--- config.mk ---
export PLATFORM = sky130hd
export DESIGN_NAME = player_keys_decoder
export DESIGN_NICKNAME = d
export VERILOG_FILES = /design/src/rtl/player_keys_decoder.sv
export SDC_FILE = /design/constraint.sdc
export NUM_CORES = 1
export LEC_CHECK = 0
export ABC_CLOCK_PERIOD_IN_PS = 2000
export CAP_MARGIN = 20
export CORE_AREA = 2 2 39 41
export DETAILED_ROUTE_END_ITERATION = 8
export DIE_AREA = 0 0 41 43
export PLACE_DENSITY = 0.71
export SLEW_MARGIN = 20
export SYNTH_ARGS = -nofsm -noshare
export SYNTH_HDL_FRONTEND = slang
export SYNTH_SLANG_ARGS = --single-unit
--- constraint.sdc ---
create_clock -name clk -period 2 [get_ports clk]
set_clock_uncertainty 0.2 [all_clocks]
set_input_delay 0.2 -clock clk [delete_from_list [all_inputs] [get_ports clk]]
set_output_delay 0.2 -clock clk [all_outputs]
set_load 0.02 [all_outputs]
--- src/rtl/player_keys_decoder.sv ---
// -----------------------------------------------------------------------------
// player_keys_decoder
//
// Turns the PS/2 scan-code byte stream from the keyboard receiver into player
// control signals. It tracks make and break codes, including the E0 extended
// prefix. When both directions are held, the one pressed last wins. A fresh
// press of the fire key produces a one-cycle fire strobe.
//
// Optional feature (macro PLAYER_FIRE_AUTOREPEAT_EN):
//   While fire is held, fire repeats once every REPEAT_FRAMES frames, counted
//   on startOfFrame. When the macro is undefined, startOfFrame is unused.
//
// Ports:
//   clk           in   system clock (VGA domain)
//   resetN        in   asynchronous active-low reset
//   din[7:0]      in   scan-code byte, valid while din_new is high
//   din_new       in   one-cycle byte strobe
//   startOfFrame  in   one-cycle pulse at the start of each video frame
//   right         out  right movement request (level)
//   left          out  left movement request (level)
//   fire          out  one-cycle shot request
// -----------------------------------------------------------------------------
module player_keys_decoder #(
   parameter logic [7:0]  RIGHT_CODE    = 8'h74,  // extended (E0) code
   parameter logic [7:0]  LEFT_CODE     = 8'h6B,  // extended (E0) code
   parameter logic [7:0]  FIRE_CODE     = 8'h29,  // plain code
   parameter int unsigned REPEAT_FRAMES = 8       // legal range 2..255
) (
   input  logic       clk,
   input  logic       resetN,
   input  logic [7:0] din,
   input  logic       din_new,
   input  logic       startOfFrame,
   output logic       right,
   output logic       left,
   output logic       fire
);

   localparam logic [7:0] CODE_E0 = 8'hE0;
   localparam logic [7:0] CODE_F0 = 8'hF0;

   typedef enum logic [1:0] {
      IDLE     = 2'd0,
      GOT_E0   = 2'd1,
      GOT_F0   = 2'd2,
      GOT_E0F0 = 2'd3
   } state_t;

   typedef enum logic {
      DIR_RIGHT = 1'b0,
      DIR_LEFT  = 1'b1
   } dir_t;

   state_t state_q, state_d;
   logic   right_held_q, right_held_d;
   logic   left_held_q,  left_held_d;
   logic   fire_held_q,  fire_held_d;
   dir_t   last_dir_q,   last_dir_d;
   logic   fire_q,       fire_d;

   // Completed-code classification for the current byte
   logic plain_make, plain_break, ext_make, ext_break;
   logic fresh_fire, fire_release, rep_pulse;

   // ---------------------------------------------------------------- FSM
   // NOTE: every signal written in an always_comb gets a default first, so no
   // path leaves it unassigned and no latch is inferred.
   always_comb begin
      state_d     = state_q;
      plain_make  = 1'b0;
      plain_break = 1'b0;
      ext_make    = 1'b0;
      ext_break   = 1'b0;
      if (din_new) begin
         unique case (state_q)
            IDLE: begin
               if (din == CODE_E0)      state_d = GOT_E0;
               else if (din == CODE_F0) state_d = GOT_F0;
               else                     plain_make = 1'b1;
            end
            GOT_E0: begin
               if (din == CODE_F0)      state_d = GOT_E0F0;
               else if (din == CODE_E0) state_d = GOT_E0;  // repeated prefix
               else begin
                  ext_make = 1'b1;
                  state_d  = IDLE;
               end
            end
            GOT_F0: begin
               plain_break = 1'b1;
               state_d     = IDLE;
            end
            GOT_E0F0: begin
               ext_break = 1'b1;
               state_d   = IDLE;
            end
            default: state_d = IDLE;
         endcase
      end
   end

   // ---------------------------------------------------------- key actions
   // A make code for a key already held is typematic repeat. It is ignored,
   // so it neither moves last_dir nor produces another fire pulse.
   assign fresh_fire   = plain_make  && (din == FIRE_CODE) && !fire_held_q;
   assign fire_release = plain_break && (din == FIRE_CODE);

   always_comb begin
      right_held_d = right_held_q;
      left_held_d  = left_held_q;
      fire_held_d  = fire_held_q;
      last_dir_d   = last_dir_q;

      if (fresh_fire)   fire_held_d = 1'b1;
      if (fire_release) fire_held_d = 1'b0;

      if (ext_make && (din == RIGHT_CODE) && !right_held_q) begin
         right_held_d = 1'b1;
         last_dir_d   = DIR_RIGHT;
      end
      if (ext_make && (din == LEFT_CODE) && !left_held_q) begin
         left_held_d = 1'b1;
         last_dir_d  = DIR_LEFT;
      end
      if (ext_break && (din == RIGHT_CODE)) right_held_d = 1'b0;
      if (ext_break && (din == LEFT_CODE))  left_held_d  = 1'b0;
   end

   // ------------------------------------------------------ fire auto-repeat
`ifdef PLAYER_FIRE_AUTOREPEAT_EN
   localparam logic [7:0] REPEAT_LAST = 8'(REPEAT_FRAMES - 1);

   logic [7:0] rep_cnt_q, rep_cnt_d;

   // A fire byte event in the same cycle as startOfFrame takes priority over
   // the frame count: the counter restarts from zero.
   always_comb begin
      rep_cnt_d = rep_cnt_q;
      rep_pulse = 1'b0;
      if (fresh_fire || fire_release) begin
         rep_cnt_d = 8'd0;
      end else if (fire_held_q && startOfFrame) begin
         if (rep_cnt_q == REPEAT_LAST) begin
            rep_cnt_d = 8'd0;
            rep_pulse = 1'b1;
         end else begin
            rep_cnt_d = rep_cnt_q + 8'd1;
         end
      end
   end

   always_ff @(posedge clk or negedge resetN) begin
      if (!resetN) rep_cnt_q <= 8'd0;
      else         rep_cnt_q <= rep_cnt_d;
   end
`else
   logic unused_sof;
   assign unused_sof = startOfFrame;
   assign rep_pulse  = 1'b0;
`endif

   assign fire_d = fresh_fire | rep_pulse;

   // ------------------------------------------------------------ registers
   // NOTE: sequential state uses non-blocking assignments so that every flop
   // samples the values from before the edge, independent of statement order.
   always_ff @(posedge clk or negedge resetN) begin
      if (!resetN) begin
         state_q      <= IDLE;
         right_held_q <= 1'b0;
         left_held_q  <= 1'b0;
         fire_held_q  <= 1'b0;
         last_dir_q   <= DIR_RIGHT;
         fire_q       <= 1'b0;
      end else begin
         state_q      <= state_d;
         right_held_q <= right_held_d;
         left_held_q  <= left_held_d;
         fire_held_q  <= fire_held_d;
         last_dir_q   <= last_dir_d;
         fire_q       <= fire_d;
      end
   end

   // --------------------------------------------------------------- outputs
   // When both directions are held, last_dir decides, so right and left are
   // never high together.
   assign right = right_held_q && (!left_held_q  || (last_dir_q == DIR_RIGHT));
   assign left  = left_held_q  && (!right_held_q || (last_dir_q == DIR_LEFT));
   assign fire  = fire_q;

endmodule

==> metrics.yaml, run 1 <==
timing:
  drv_slew: 0
  hold_viol: 0
  period_needed_ns: 1.87
  setup_viol: 0
  hold_slack_ns: 0.00469
  max_clock_freq_ghz: 0.536
  min_period_over_period_pct: 93.3
  worstMarginPinSlew_ns: 0.325
  rsz0062_at_grt: "no"
  max_slew_margin_pct: 78.2
floorplan:
  die-area_sq_um: 1760
  die_x_um: 41
  num_io_pins: 15
  start_util_pct: 30.4
  core_sq_um: 1380
  rows: 14
  die_h_um: 43
outcome:
  outcome: "finished clean"
detailed_routing:
  drcViolationCount: 0
  via_per_inst: 5.33
  vias: 421
  wire_per_inst_um: 12.3
  first_pass_iters: 4
  wl_um: 969
  initialDrtViolationCount: 5
  ant_nets: 0
logic_synthesis:
  synthArstFlopShare_pct: 100
  avgSynthCellArea_sq_um: 9.55
  yosysTopAreaCell: "dfrtp_1"
  netlist_area_sq_um: 420
  synth_cell_type_count: 28
  yosys_most_used_dff: "dfrtp_1"
  synth_top_area_share_pct: 41.7
  seq_area_frac_synth_pct: 41.7
  ys_warn_count: 0
  synth_edf_count: 0
  synth_cells: 44
  syn_nets: 56
  ys_top_cells_by_area: "dfrtp_1 42%, a21oi_1 3.6%, inv_1 3.6%"
  ys_ff_latch: 7
clocking:
  cts-root-buf: "clkbuf_4"
  ctsResizeCount: 0
  cts_tree: "built"
  clock-sinks: 7
  h-tree-depth: 1
  cts_made_buffers: 3
  clockBufferDepth: 2
  ctsHoldBuffers: 0
  clk_pin_slew_ns: 0.06
  cts_setup_buffers: 0
  clk_latency_ns: 0.25
critical_path:
  critical-path-max-stage-delay_ns: 0.62
  end_kind: "primary output"
  crit_chain: "a21boi_0, clkdlybuf4s50_1"
  crit_fanout: 4
  crit_path_top_delay_cell: "clkdlybuf4s50_1"
  worstPathRequired_ns: 1.60
  crit_type: "reg -> out"
  critPathArrivalTime_ns: 1.47
  setup.worst_path.start_class: "flip-flop"
place:
  place_hpwl_um: 749
  routabilityCongestion: 0.823
  portBuffers: 13
cells_and_area:
  layout_common_cells: "13 x clkdlybuf4s50_1, 7 x dfrtp_1, 4 x inv_1, 4 x buf_4"
  layout.nets: 76
  area_growth_pct: 46.1
  layout_commonest_cell: "clkdlybuf4s50_1"
  antenna_cells: 0
  drive_gt1_share_pct: 14.3
  fin_util_pct: 44.4
global_route:
  grt_usage_pct: 13.3
  grt_pass1_vias: 380
  grt_max_degree: 9
  grt_first_pass_wirelength_mm: 1.52
  antenna_found_initial: 0
  grt.overflow.total: 0
job:
  maxCapViolations: 0
power:
  max-vdd-ir-drop_v: 0.000298
  p_leak_nw: 0.244
  cellPowerDensity_nw_per_um2: 542
worst_hold_path:
  min_path_type: "in -> async"
[Yosys cell counts, types with 2 or more instances]
master,count
dfrtp_1,7
inv_1,4
a21oi_1,3
nor2_1,3
nand2_1,2
nand3b_1,2
nor4_1,2
[report_power, final]
part / internal (mW) / switching, mW
logic: 0.0302 / 0.0206
clock network: 0.0764 / 0.0565
registers: 0.146 / 0.00354
total: 0.252 / 0.0806
[through the flow]
step / setup TNS, ns / total power [mW] / worst slack, ns / instance area [sq um] / std cells
after floorplan: 0 / 0.169 / 0.416 / 420 / 44
final: 0 / 0.333 / 0.134 / 614 / 79
after CTS: 0 / 0.337 / 0.125 / 614 / 79
after global routing: 0 / 0.349 / 0.0551 / 614 / 79
after detailed placement: -0.0652 / 0.203 / -0.0407 / 588 / 75
after global placement: -0.0470 / 0.201 / -0.0298 / 588 / 75
[critical path, delay by kind of cell (launching register included)]
| kind | cells | cell delay (ns) |
|---|---|---|
| flops | 1 | 0.40 |
| compound gates | 1 | 0.19 |
| buf+inv | 1 | 0.62 |
[final timing paths]
check,startpoint,to,slack (ns),cells past startpoint
worst max-delay path,right_held_q,right,0.13,2
worst min-delay path,resetN,last_dir_q,0.005,1
worst max register to register,state_q[0],fire_held_q,0.68,3
worst min register to register,fire_held_q,fire_held_q,0.31,1
max in group asynchronous,resetN,fire_held_q,1.35,1
min in group clk,fire_held_q,fire_held_q,0.31,1
[registers in the layout, summed over array words and instances, names as in the netlist]
signal	cells
state_q	2
right_held_q	1
fire	1
last_dir_q	1
left_held_q	1
fire_held_q	1
[routing by layer]
layer | part of all wire, % | GRT usage [%] | up-vias
met5 | 0 | 0 | -
met3 | 6.2 | 8.38 | 2
met1 | 44 | 13.7 | 193
li1 | - | - | 214
met2 | 48 | 20.3 | 12
met4 | 1.7 | 6.00 | 0
[cell families (layout without fill, tap and decap cells)]
kind of cell | after synthesis | count (layout) | synth area share [%]
AO/OA/AOI/OAI | 10 | 10 | 17.6
multiplexers | 1 | 1 | 2.68
flip-flops | 7 | 7 | 41.7
AND/OR/NAND/NOR | 20 | 20 | 31.5
buffers and inverters | 6 | 25 | 6.55
[layout make-up]
cell class                      count  area, sq um
Clock buffer                        4         26.3
Fill cell                         134          769
Inverter                            4         15.0
Multi-Input combinational cell     31          218
Sequential cell                     7          175
Tap cell                           16         20.0
Timing Repair Buffer               17          160
(Power assumes the default switching activity.)
==> inputs of run 2 (changes only) <==
- CTS_CLUSTER_DIAMETER: not set -> 100
==> results of run 2 <==
Same layout as run 1: the final DEF is identical, and so are final timing and power.
